`config.mk`:
```
export PLATFORM = sky130hd
export DESIGN_NAME = regfile_arbiter
export DESIGN_NICKNAME = d
export VERILOG_FILES = /design/src/rtl/regfile_arbiter.sv
export SDC_FILE = /design/constraint.sdc
export NUM_CORES = 1
export LEC_CHECK = 0
export BUFFER_PORTS_ARGS = -buffer_cell sky130_fd_sc_hd__buf_2
export CAP_MARGIN = 25
export CORE_AREA = 8 8 72 74
export DETAILED_ROUTE_END_ITERATION = 8
export DIE_AREA = 0 0 80 82
export GPL_TIMING_DRIVEN = 0
export PLACE_DENSITY = 0.68
export SYNTH_ARGS = -nofsm -noshare
export SYNTH_HDL_FRONTEND = slang
export SYNTH_SLANG_ARGS = --single-unit
```
`constraint.sdc`:
```
create_clock -name clk -period 2.4 [get_ports clk]
set_input_delay 0.12 -clock clk [delete_from_list [all_inputs] [get_ports clk]]
set_output_delay 0.12 -clock clk [all_outputs]
set_load 0.1 [all_outputs]
```
`src/rtl/regfile_arbiter.sv`:
```
// regfile_arbiter: shares the single port of a 16x8 register file among
// NUM_REQ requesters with round-robin arbitration, a valid/ready handshake
// per requester and an optional exclusive lock for atomic sequences.
// Read data returns one cycle after the transfer (synchronous register file).
// Optional build macro: REGFILE_ARB_LOCK_TIMEOUT_EN -- forces a lock release
// after LOCK_MAX consecutive locked transfers by the owner.
module regfile_arbiter #(
  parameter int NUM_REQ  = 4,
  parameter int ADDR_W   = 4,
  parameter int DATA_W   = 8,
  parameter int LOCK_MAX = 8
) (
  input  logic                          clk,
  input  logic                          rst,
  input  logic [NUM_REQ-1:0]            req_valid,
  output logic [NUM_REQ-1:0]            req_ready,
  input  logic [NUM_REQ-1:0]            req_we,
  input  logic [NUM_REQ-1:0]            req_lock,
  input  logic [NUM_REQ*ADDR_W-1:0]     req_addr,
  input  logic [NUM_REQ*DATA_W-1:0]     req_wdata,
  output logic [NUM_REQ-1:0]            rsp_valid,
  output logic [DATA_W-1:0]             rsp_rdata,
  output logic [ADDR_W-1:0]             rf_addr,
  output logic                          rf_we,
  output logic [DATA_W-1:0]             rf_wdata,
  input  logic [DATA_W-1:0]             rf_rdata,
  output logic [$clog2(NUM_REQ)-1:0]    grant_id
);

  localparam int ID_W = $clog2(NUM_REQ);

  if (NUM_REQ < 2 || NUM_REQ > 8 || LOCK_MAX < 1) begin : g_param_check
    $error("regfile_arbiter: parameter out of range");
  end

  typedef enum logic {
    ST_FREE,
    ST_LOCKED
  } lock_state_t;

  lock_state_t         lock_st;
  logic [ID_W-1:0]     ptr;
  logic [ID_W-1:0]     owner;
  logic [ID_W-1:0]     winner;
  logic [ID_W-1:0]     scan_idx;
  logic                grant;
  logic                sel_we;
  logic                sel_lock;
  logic                hold_lock;
  logic [ADDR_W-1:0]   sel_addr;
  logic [DATA_W-1:0]   sel_wdata;
  logic [NUM_REQ-1:0]  rsp_vld_p1;

`ifdef REGFILE_ARB_LOCK_TIMEOUT_EN
  localparam int CNT_W = $clog2(LOCK_MAX + 1);
  logic [CNT_W-1:0]    lock_cnt;
  logic [CNT_W-1:0]    cnt_next;
`endif

  function automatic logic [ID_W-1:0] next_id(input logic [ID_W-1:0] id);
    return (id == ID_W'(NUM_REQ - 1)) ? '0 : id + ID_W'(1);
  endfunction

  // Winner selection: only the owner while locked, else round-robin from ptr
  always_comb begin
    grant    = 1'b0;
    winner   = '0;
    scan_idx = '0;
    if (lock_st == ST_LOCKED) begin
      grant  = req_valid[owner];
      winner = owner;
    end else begin
      for (int k = 0; k < NUM_REQ; k++) begin
        scan_idx = ID_W'((int'(ptr) + k) % NUM_REQ);
        if (!grant && req_valid[scan_idx]) begin
          grant  = 1'b1;
          winner = scan_idx;
        end
      end
    end
  end

  // Grant decode and request mux toward the register file (all zero when idle)
  always_comb begin
    req_ready = '0;
    sel_we    = 1'b0;
    sel_lock  = 1'b0;
    sel_addr  = '0;
    sel_wdata = '0;
    for (int i = 0; i < NUM_REQ; i++) begin
      if (grant && winner == ID_W'(i)) begin
        req_ready[i] = 1'b1;
        sel_we       = req_we[i];
        sel_lock     = req_lock[i];
        sel_addr     = req_addr[i*ADDR_W +: ADDR_W];
        sel_wdata    = req_wdata[i*DATA_W +: DATA_W];
      end
    end
    rf_we    = sel_we;
    rf_addr  = sel_addr;
    rf_wdata = sel_wdata;
    grant_id = grant ? winner : '0;
  end

  // Decide whether the lock survives the current transfer
  always_comb begin
`ifdef REGFILE_ARB_LOCK_TIMEOUT_EN
    cnt_next  = ((lock_st == ST_LOCKED) ? lock_cnt : '0) + CNT_W'(1);
    hold_lock = sel_lock && (cnt_next < CNT_W'(LOCK_MAX));
`else
    hold_lock = sel_lock;
`endif
  end

  // Lock FSM, round-robin pointer and read-response pipeline
  always_ff @(posedge clk or posedge rst) begin
    if (rst) begin
      lock_st    <= ST_FREE;
      ptr        <= '0;
      owner      <= '0;
      rsp_vld_p1 <= '0;
`ifdef REGFILE_ARB_LOCK_TIMEOUT_EN
      lock_cnt   <= '0;
`endif
    end else begin
      // stage p0 -> p1: read transfer becomes a response next cycle
      rsp_vld_p1 <= req_ready & ~req_we;
      case (lock_st)
        ST_FREE: begin
          if (grant) begin
            if (hold_lock) begin
              lock_st  <= ST_LOCKED;
              owner    <= winner;
`ifdef REGFILE_ARB_LOCK_TIMEOUT_EN
              lock_cnt <= cnt_next;
`endif
            end else begin
              ptr <= next_id(winner);
            end
          end
        end
        ST_LOCKED: begin
          // Owner idle, owner drops lock, or timeout: release and move past owner
          if (!grant || !hold_lock) begin
            lock_st  <= ST_FREE;
            ptr      <= next_id(owner);
`ifdef REGFILE_ARB_LOCK_TIMEOUT_EN
            lock_cnt <= '0;
`endif
          end else begin
`ifdef REGFILE_ARB_LOCK_TIMEOUT_EN
            lock_cnt <= cnt_next;
`endif
          end
        end
        default: lock_st <= ST_FREE;
      endcase
    end
  end

  assign rsp_valid = rsp_vld_p1;
  assign rsp_rdata = rf_rdata;

endmodule
```
Word level (Yosys, flattened, before mapping)
Cells that the tools add are included.
{"block": "totals", "register_bits": 9, "in_bits": 70, "out_inout_bits": 31, "wordCells": 94}
{"block": "op_classes", "n_addsub": 5, "magnitude_cmp": 5, "n_eq_ne": 7, "muxes": 54, "bitwise": 3, "reduce_logical": 16}
{"op": "8-bit 2-to-1 mux", "count": 4}
{"op": "1-bit 2-to-1 mux", "count": 28}
{"op": "2-bit 2-to-1 mux", "count": 11}
{"op": "4-bit 2-to-1 mux", "count": 4}
{"op": "2-bit by 3-bit < comparator with 1-bit output (second input constant)", "count": 5}
{"op": "1-bit binary-select mux with 2-bit select", "count": 5}
{"op": "1-bit logical AND", "count": 7}
{"op": "2-bit by 1-bit adder with 2-bit output (second input constant)", "count": 3}
{"op": "2-bit == test (second input constant)", "count": 3}
{"op": "3-bit AND reduction", "count": 2}
{"op": "1-bit logical NOT", "count": 5}
{"op": "2-bit adder (second input constant)", "count": 2}
{"op": "4-bit bitwise AND", "count": 1}
{"op": "2-bit != test (second input constant)", "count": 2}
{"op": "4-bit inverter", "count": 1}
{"op": "2-bit one-hot mux with 2 select lines", "count": 1}
{"op": "2-bit by 1-bit == test with 1-bit output (second input constant)", "count": 1}
{"op": "2-bit logical NOT", "count": 1}
{"op": "2-bit by 1-bit != test with 1-bit output (second input constant)", "count": 1}
{"op": "1-bit one-hot mux with 2 select lines", "count": 1}
{"op": "1-bit logical OR", "count": 1}
{"op": "1-bit inverter", "count": 1}

Depth between registers and ports, before layout
{"block": "depth", "depth_word": 26, "depth_mapped": 13}

Worst setup path after synthesis
Ideal clock, no wire load.
{"block": "synth_path", "path_kind": "register to output", "startpoint": "register ptr[1]", "endpoint": "output rf_addr[2]", "arrival_time_ps": 3334, "required_ps": 2280, "path_slack_ps": -1054, "stages_incl_launch_ff": 13, "path_cell_list": "dfrtp_1 -> a21o_1 -> a21boi_0 -> o22a_1 -> mux2i_1 -> ha_1 -> clkbuf_1 -> clkbuf_1 -> nand2_1 -> o211ai_1 -> o211a_1 -> a21oi_1 -> nor2_1"}
{"block": "synth_via", "elab_chain_cells": 22}
{"item": "start: declaration", "line": "42", "source": "logic [ID_W-1:0] ptr;"}
{"item": "start signal: assignment", "line": "138", "source": "ptr <= next_id(winner);"}
{"item": "start signal: assignment", "line": "146", "source": "ptr <= next_id(owner);"}
{"item": "1-bit binary-select mux with 2-bit select", "line": "75", "source": "if (!grant && req_valid[scan_idx]) begin"}
{"item": "1-bit 2-to-1 mux (not written as such)", "line": "75"}
{"item": "1-bit 2-to-1 mux", "line": "75"}
{"item": "1-bit 2-to-1 mux", "line": "69", "source": "if (lock_st == ST_LOCKED) begin"}
{"item": "1-bit logical NOT", "line": "75"}
{"item": "1-bit logical AND", "line": "75"}
{"item": "1-bit 2-to-1 mux", "line": "75"}
{"item": "1-bit 2-to-1 mux", "line": "69"}
{"item": "[... 4 more ...]"}
{"item": "1-bit logical NOT", "line": "75"}
{"item": "1-bit logical AND", "line": "75"}
{"item": "2-bit 2-to-1 mux", "line": "75"}
{"item": "2-bit 2-to-1 mux", "line": "69"}
{"item": "2-bit logical NOT", "line": "91", "source": "if (grant && winner == ID_W'(i)) begin"}
{"item": "1-bit logical AND", "line": "91"}
{"item": "4-bit 2-to-1 mux (3 in a row)", "line": "91"}
{"item": "4-bit 2-to-1 mux *", "line": "91"}
{"item": "end: declaration", "line": "23", "source": "output logic [ADDR_W-1:0] rf_addr,"}
Mark *: on every way between the ends. The rest lies on a longest branch, timed or not. The select of a mux whose other input is x is not followed.

Worst setup path after layout
{"block": "layout_path", "startpoint": "register ptr[0]", "endpoint": "output rf_wdata[7]"}
{"block": "layout_via", "elab_chain_cells": 22}
{"item": "1-bit binary-select mux with 2-bit select", "line": "75"}
{"item": "1-bit 2-to-1 mux (not written as such)", "line": "75"}
{"item": "1-bit 2-to-1 mux", "line": "75"}
{"item": "1-bit 2-to-1 mux", "line": "69"}
{"item": "1-bit logical NOT", "line": "75"}
{"item": "1-bit logical AND", "line": "75"}
{"item": "1-bit 2-to-1 mux", "line": "75"}
{"item": "1-bit 2-to-1 mux", "line": "69"}
{"item": "[... 5 more ...]"}
{"item": "1-bit logical AND", "line": "75"}
{"item": "2-bit 2-to-1 mux *", "line": "75"}
{"item": "2-bit 2-to-1 mux *", "line": "69"}
{"item": "via winner[0]", "line": "44", "source": "logic [ID_W-1:0] winner;"}
{"item": "2-bit logical NOT", "line": "91"}
{"item": "1-bit logical AND", "line": "91"}
{"item": "8-bit 2-to-1 mux (3 in a row)", "line": "91"}
{"item": "8-bit 2-to-1 mux *", "line": "91"}
{"item": "end: declaration", "line": "25", "source": "output logic [DATA_W-1:0] rf_wdata,"}
Mark *: on every way through the listed nets, which the timed path passes. The rest lies on a longest branch. The select of a mux whose other input is x is not followed.

==> metrics.txt <==
# TYPE chip_impl_metric gauge
chip_impl_metric{name="layout-drive-gt1-share",unit="%"} 69.58
chip_impl_metric{name="grt_max_degree",unit=""} 11
chip_impl_metric{name="netlist_area",unit="µm²"} 1161
chip_impl_info{name="outcome",value="finished with violations"} 1
chip_impl_info{name="grt_setup_unrepaired",value="yes"} 1
chip_impl_metric{name="gr-usage-all-layers",unit="%"} 15.96
chip_impl_metric{name="worstPathBufferInverterCount",unit=""} 4
chip_impl_metric{name="overall_via_count_from_detail_route",unit=""} 1699
chip_impl_metric{name="slew-limit-headroom",unit="%"} 54.52
chip_impl_metric{name="synthesis.area_per_instance",unit="µm²"} 7.037
chip_impl_metric{name="detailedRoute.firstIterationViolations",unit=""} 57
chip_impl_metric{name="drv_slew",unit=""} 0
chip_impl_metric{name="tritoncts.num_buffers",unit=""} 3
chip_impl_info{name="setup.worst_path.end_class",value="primary output"} 1
chip_impl_metric{name="grt_pass1_vias",unit=""} 1819
chip_impl_info{name="tritoncts",value="done"} 1
chip_impl_info{name="leading_cell_type_in_the_layout_fill_and_taps_excluded",value="sky130_fd_sc_hd__buf_2"} 1
chip_impl_metric{name="cap_viol_max_count",unit=""} 0
chip_impl_metric{name="ff_latch_area",unit="µm²"} 225.2
chip_impl_metric{name="multi_input_area",unit="µm²"} 1106
chip_impl_info{name="layout_common_cells",value="sky130_fd_sc_hd__buf_2 (76), sky130_fd_sc_hd__buf_4 (25), sky130_fd_sc_hd__nand2_1 (21)"} 1
chip_impl_metric{name="postLayoutCoreUtil",unit="%"} 63.65
chip_impl_metric{name="timing.critical_path.arrival",unit="ns"} 2.65
chip_impl_metric{name="final_hold_viol_count",unit=""} 0
chip_impl_metric{name="final_period_minus_worst_setup_slack",unit="ns"} 2.767
chip_impl_metric{name="fmax_achieved",unit="MHz"} 361.4
chip_impl_metric{name="clock-sinks",unit=""} 9
chip_impl_metric{name="critical_path.max_stage_delay",unit="ns"} 0.42
chip_impl_metric{name="initial_core_util",unit="%"} 28.02
chip_impl_info{name="slowest_stage_cell_crit_path",value="sky130_fd_sc_hd__dfrtp_1"} 1
chip_impl_info{name="hp-class",value="in -> reg"} 1
chip_impl_metric{name="hpwlAfterDp",unit="mm"} 4.017
chip_impl_metric{name="core_area",unit="µm²"} 4144
chip_impl_metric{name="synth_cell_types",unit=""} 34
chip_impl_info{name="clock_root_buffer_master",value="sky130_fd_sc_hd__clkbuf_8"} 1
chip_impl_metric{name="drt_first_pass_iters",unit=""} 4
chip_impl_metric{name="worst_ep_required_time",unit="ns"} 2.28
chip_impl_metric{name="overall_die_height",unit="µm"} 82
chip_impl_metric{name="final.period_utilization",unit="%"} 115.3
chip_impl_metric{name="fillerInstances",unit=""} 352
chip_impl_metric{name="finalWorstSetupSlack",unit="ns"} -0.3672
chip_impl_metric{name="avgRoutedWirePerCell",unit="µm"} 17.05
chip_impl_metric{name="antenna_violations_before_repair",unit=""} 0
chip_impl_info{name="worstPathCellList",value="o22ai_1 -> o21a_1 -> o31a_1 -> inv_2 -> ha_4 -> clkbuf_8 -> clkbuf_16 -> a221oi_4 -> nor3_2 -> a21oi_2 -> nor2_4 -> buf_12"} 1
chip_impl_metric{name="io_pins",unit=""} 101
chip_impl_metric{name="finish.cell_count_without_fillers",unit=""} 338
chip_impl_metric{name="ys.warnings.count",unit=""} 0
chip_impl_metric{name="final_net_count",unit=""} 361
chip_impl_metric{name="cts-root-to-sink-buffers",unit=""} 2
chip_impl_metric{name="synth_fp_nets",unit=""} 239
chip_impl_metric{name="rows",unit=""} 24
chip_impl_metric{name="yosys_register_bits",unit=""} 9
chip_impl_info{name="violations",value="setup timing"} 1
chip_impl_info{name="critical_path_class",value="reg -> out"} 1
chip_impl_metric{name="drc",unit=""} 0
chip_impl_metric{name="tightestPinTransition",unit="ns"} 0.6727
chip_impl_metric{name="setup_viol",unit=""} 23
chip_impl_metric{name="grt_overflow",unit=""} 0
chip_impl_metric{name="pre_cts_ws",unit="ns"} -0.6018
chip_impl_metric{name="area_growth",unit="%"} 127.2
chip_impl_metric{name="cts.reportedPaths.clkPinSlew",unit="ns"} 0.04
chip_impl_metric{name="floorplan.die_area",unit="µm²"} 6560
chip_impl_metric{name="cts-htree-levels",unit=""} 1
chip_impl_metric{name="antennaDiodeCount",unit=""} 0
chip_impl_info{name="start_kind",value="flop"} 1
chip_impl_metric{name="drt_wl_total",unit="mm"} 5.762
chip_impl_metric{name="viasPerCell",unit=""} 5.027
chip_impl_metric{name="yosysSeqAreaShare",unit="%"} 19.40
chip_impl_info{name="critPathTopFamily",value="compound AO/OA/AOI/OAI gates"} 1
chip_impl_metric{name="port_buffers",unit=""} 92
chip_impl_metric{name="chipWidth",unit="µm"} 80
chip_impl_metric{name="holdWs",unit="ns"} 0.06922
chip_impl_metric{name="grt_pass1_wl",unit="mm"} 8.556
chip_impl_metric{name="antenna_viol_nets_final",unit=""} 0
chip_impl_metric{name="timing.clock.skew",unit="ns"} 0.0007199
chip_impl_metric{name="placedCellCount",unit=""} 310
chip_impl_metric{name="critical_path_peak_fanout",unit=""} 5
chip_impl_metric{name="postSynthCellCount",unit=""} 165
chip_impl_metric{name="clock_insertion_delay_worst_skew",unit="ns"} 0.23
chip_impl_metric{name="gp_routability_congestion",unit=""} 0.8019
-- repair_timing --
action                                 in CTS  in global routing
pin swaps                                  28                 19
cloned                                      4                  0
hold buffers                                1                  0
setup endpoints to repair                  23                 24
buffers inserted                           16                  6
resized for setup                         114                 25
endpoints found under the hold margin       9                  0
-- stage by stage --
stage | area (µm²) | TNS (ns)
floorplan | 1297 | -2.803
global placement | 1823 | -8.571
detailed placement | 1838 | -9.496
CTS | 2511 | -4.280
global route | 2638 | -8.625
finish | 2638 | -5.607
-- metal layers --
layer | vias to the layer above | track usage, % | share of wire, %
li1 | 814 | - | -
met1 | 787 | 16.95 | 37
met2 | 88 | 28.78 | 52
met3 | 10 | 5.470 | 9.1
met4 | 0 | 5.455 | 1.5
met5 | - | 0 | 0
-- path summary, 6_finish.rpt --
| path | startpoint | to | slack, ns | cells after the start |
|---|---|---|---|---|
| setup / recovery | ptr[0] | rf_wdata[7] | -0.37 | 12 |
| hold / removal | req_we[0] | rsp_valid[0] | 0.07 | 2 |
| setup reg to reg | ptr[0] | owner[1] | -0.29 | 11 |
| hold reg to reg | owner[0] | owner[0] | 0.62 | 1 |
| max in group asynchronous | rst | ptr[0] | 1.76 | 3 |
| min in group asynchronous | rst | rsp_valid[2] | 0.40 | 3 |
-- sequential cells by signal, indices dropped and copies added, names as in the netlist --
signal / count
rsp_valid: 4
lock_st: 1
owner: 2
ptr: 2
-- cell usage after synthesis --
library cell,n,area [µm²]
sky130_fd_sc_hd__a2bb2oi_2,1,15.01
sky130_fd_sc_hd__a21oi_1,15,75.07
sky130_fd_sc_hd__xnor2_1,1,8.760
sky130_fd_sc_hd__o22ai_1,1,6.260
sky130_fd_sc_hd__mux2_4,2,30.03
sky130_fd_sc_hd__ha_1,4,50.05
sky130_fd_sc_hd__nor3_1,6,30.03
sky130_fd_sc_hd__o22a_1,1,8.760
sky130_fd_sc_hd__o211a_1,10,100.1
sky130_fd_sc_hd__a221oi_1,2,17.52
sky130_fd_sc_hd__or3b_4,1,11.26
sky130_fd_sc_hd__o311a_1,1,10.01
sky130_fd_sc_hd__nor2b_1,3,18.77
sky130_fd_sc_hd__o31a_1,1,8.760
sky130_fd_sc_hd__o211ai_1,10,75.07
sky130_fd_sc_hd__buf_4,8,60.06
sky130_fd_sc_hd__o21a_1,2,15.01
sky130_fd_sc_hd__o21ai_0,2,10.01
sky130_fd_sc_hd__dfrtp_1,9,225.2
sky130_fd_sc_hd__nor2_1,26,97.59
sky130_fd_sc_hd__nand2b_1,2,12.51
sky130_fd_sc_hd__mux2_1,3,33.78
sky130_fd_sc_hd__mux2i_1,2,20.02
sky130_fd_sc_hd__a211oi_1,1,7.510
sky130_fd_sc_hd__buf_2,1,5.000
sky130_fd_sc_hd__a21o_1,1,7.510
sky130_fd_sc_hd__o221ai_1,1,8.760
sky130_fd_sc_hd__a22oi_1,1,7.510
sky130_fd_sc_hd__nand2_1,23,86.33
sky130_fd_sc_hd__clkbuf_1,12,45.04
sky130_fd_sc_hd__inv_2,1,3.750
sky130_fd_sc_hd__nor4b_1,1,8.760
sky130_fd_sc_hd__inv_1,9,33.78
sky130_fd_sc_hd__a21boi_0,1,7.510
-- cell type report --
type                            instances  share of cell area, %
Multi-Input combinational cell        125                  41.94
Timing Repair Buffer                  119                  35.44
Sequential cell                         9                  8.539
Buffer                                 19                  8.112
Tap cell                               52                  2.467
Inverter                               10                  1.803
Clock buffer                            4                  1.708
-- cells by family after synthesis --
group,count (synthesis),synth area share (%)
AND/OR/NAND/NOR,62,22.84
AO/OA/AOI/OAI,51,32.76
buffers and inverters,31,12.71
flip-flops,9,19.40
multiplexers,7,7.220
adder cells (fa/ha/maj),4,4.311
XOR/XNOR,1,0.7544
Power is left out: the tool's default activity adds up to more than one toggle a clock period on the data nets, which glitch-free logic cannot reach.
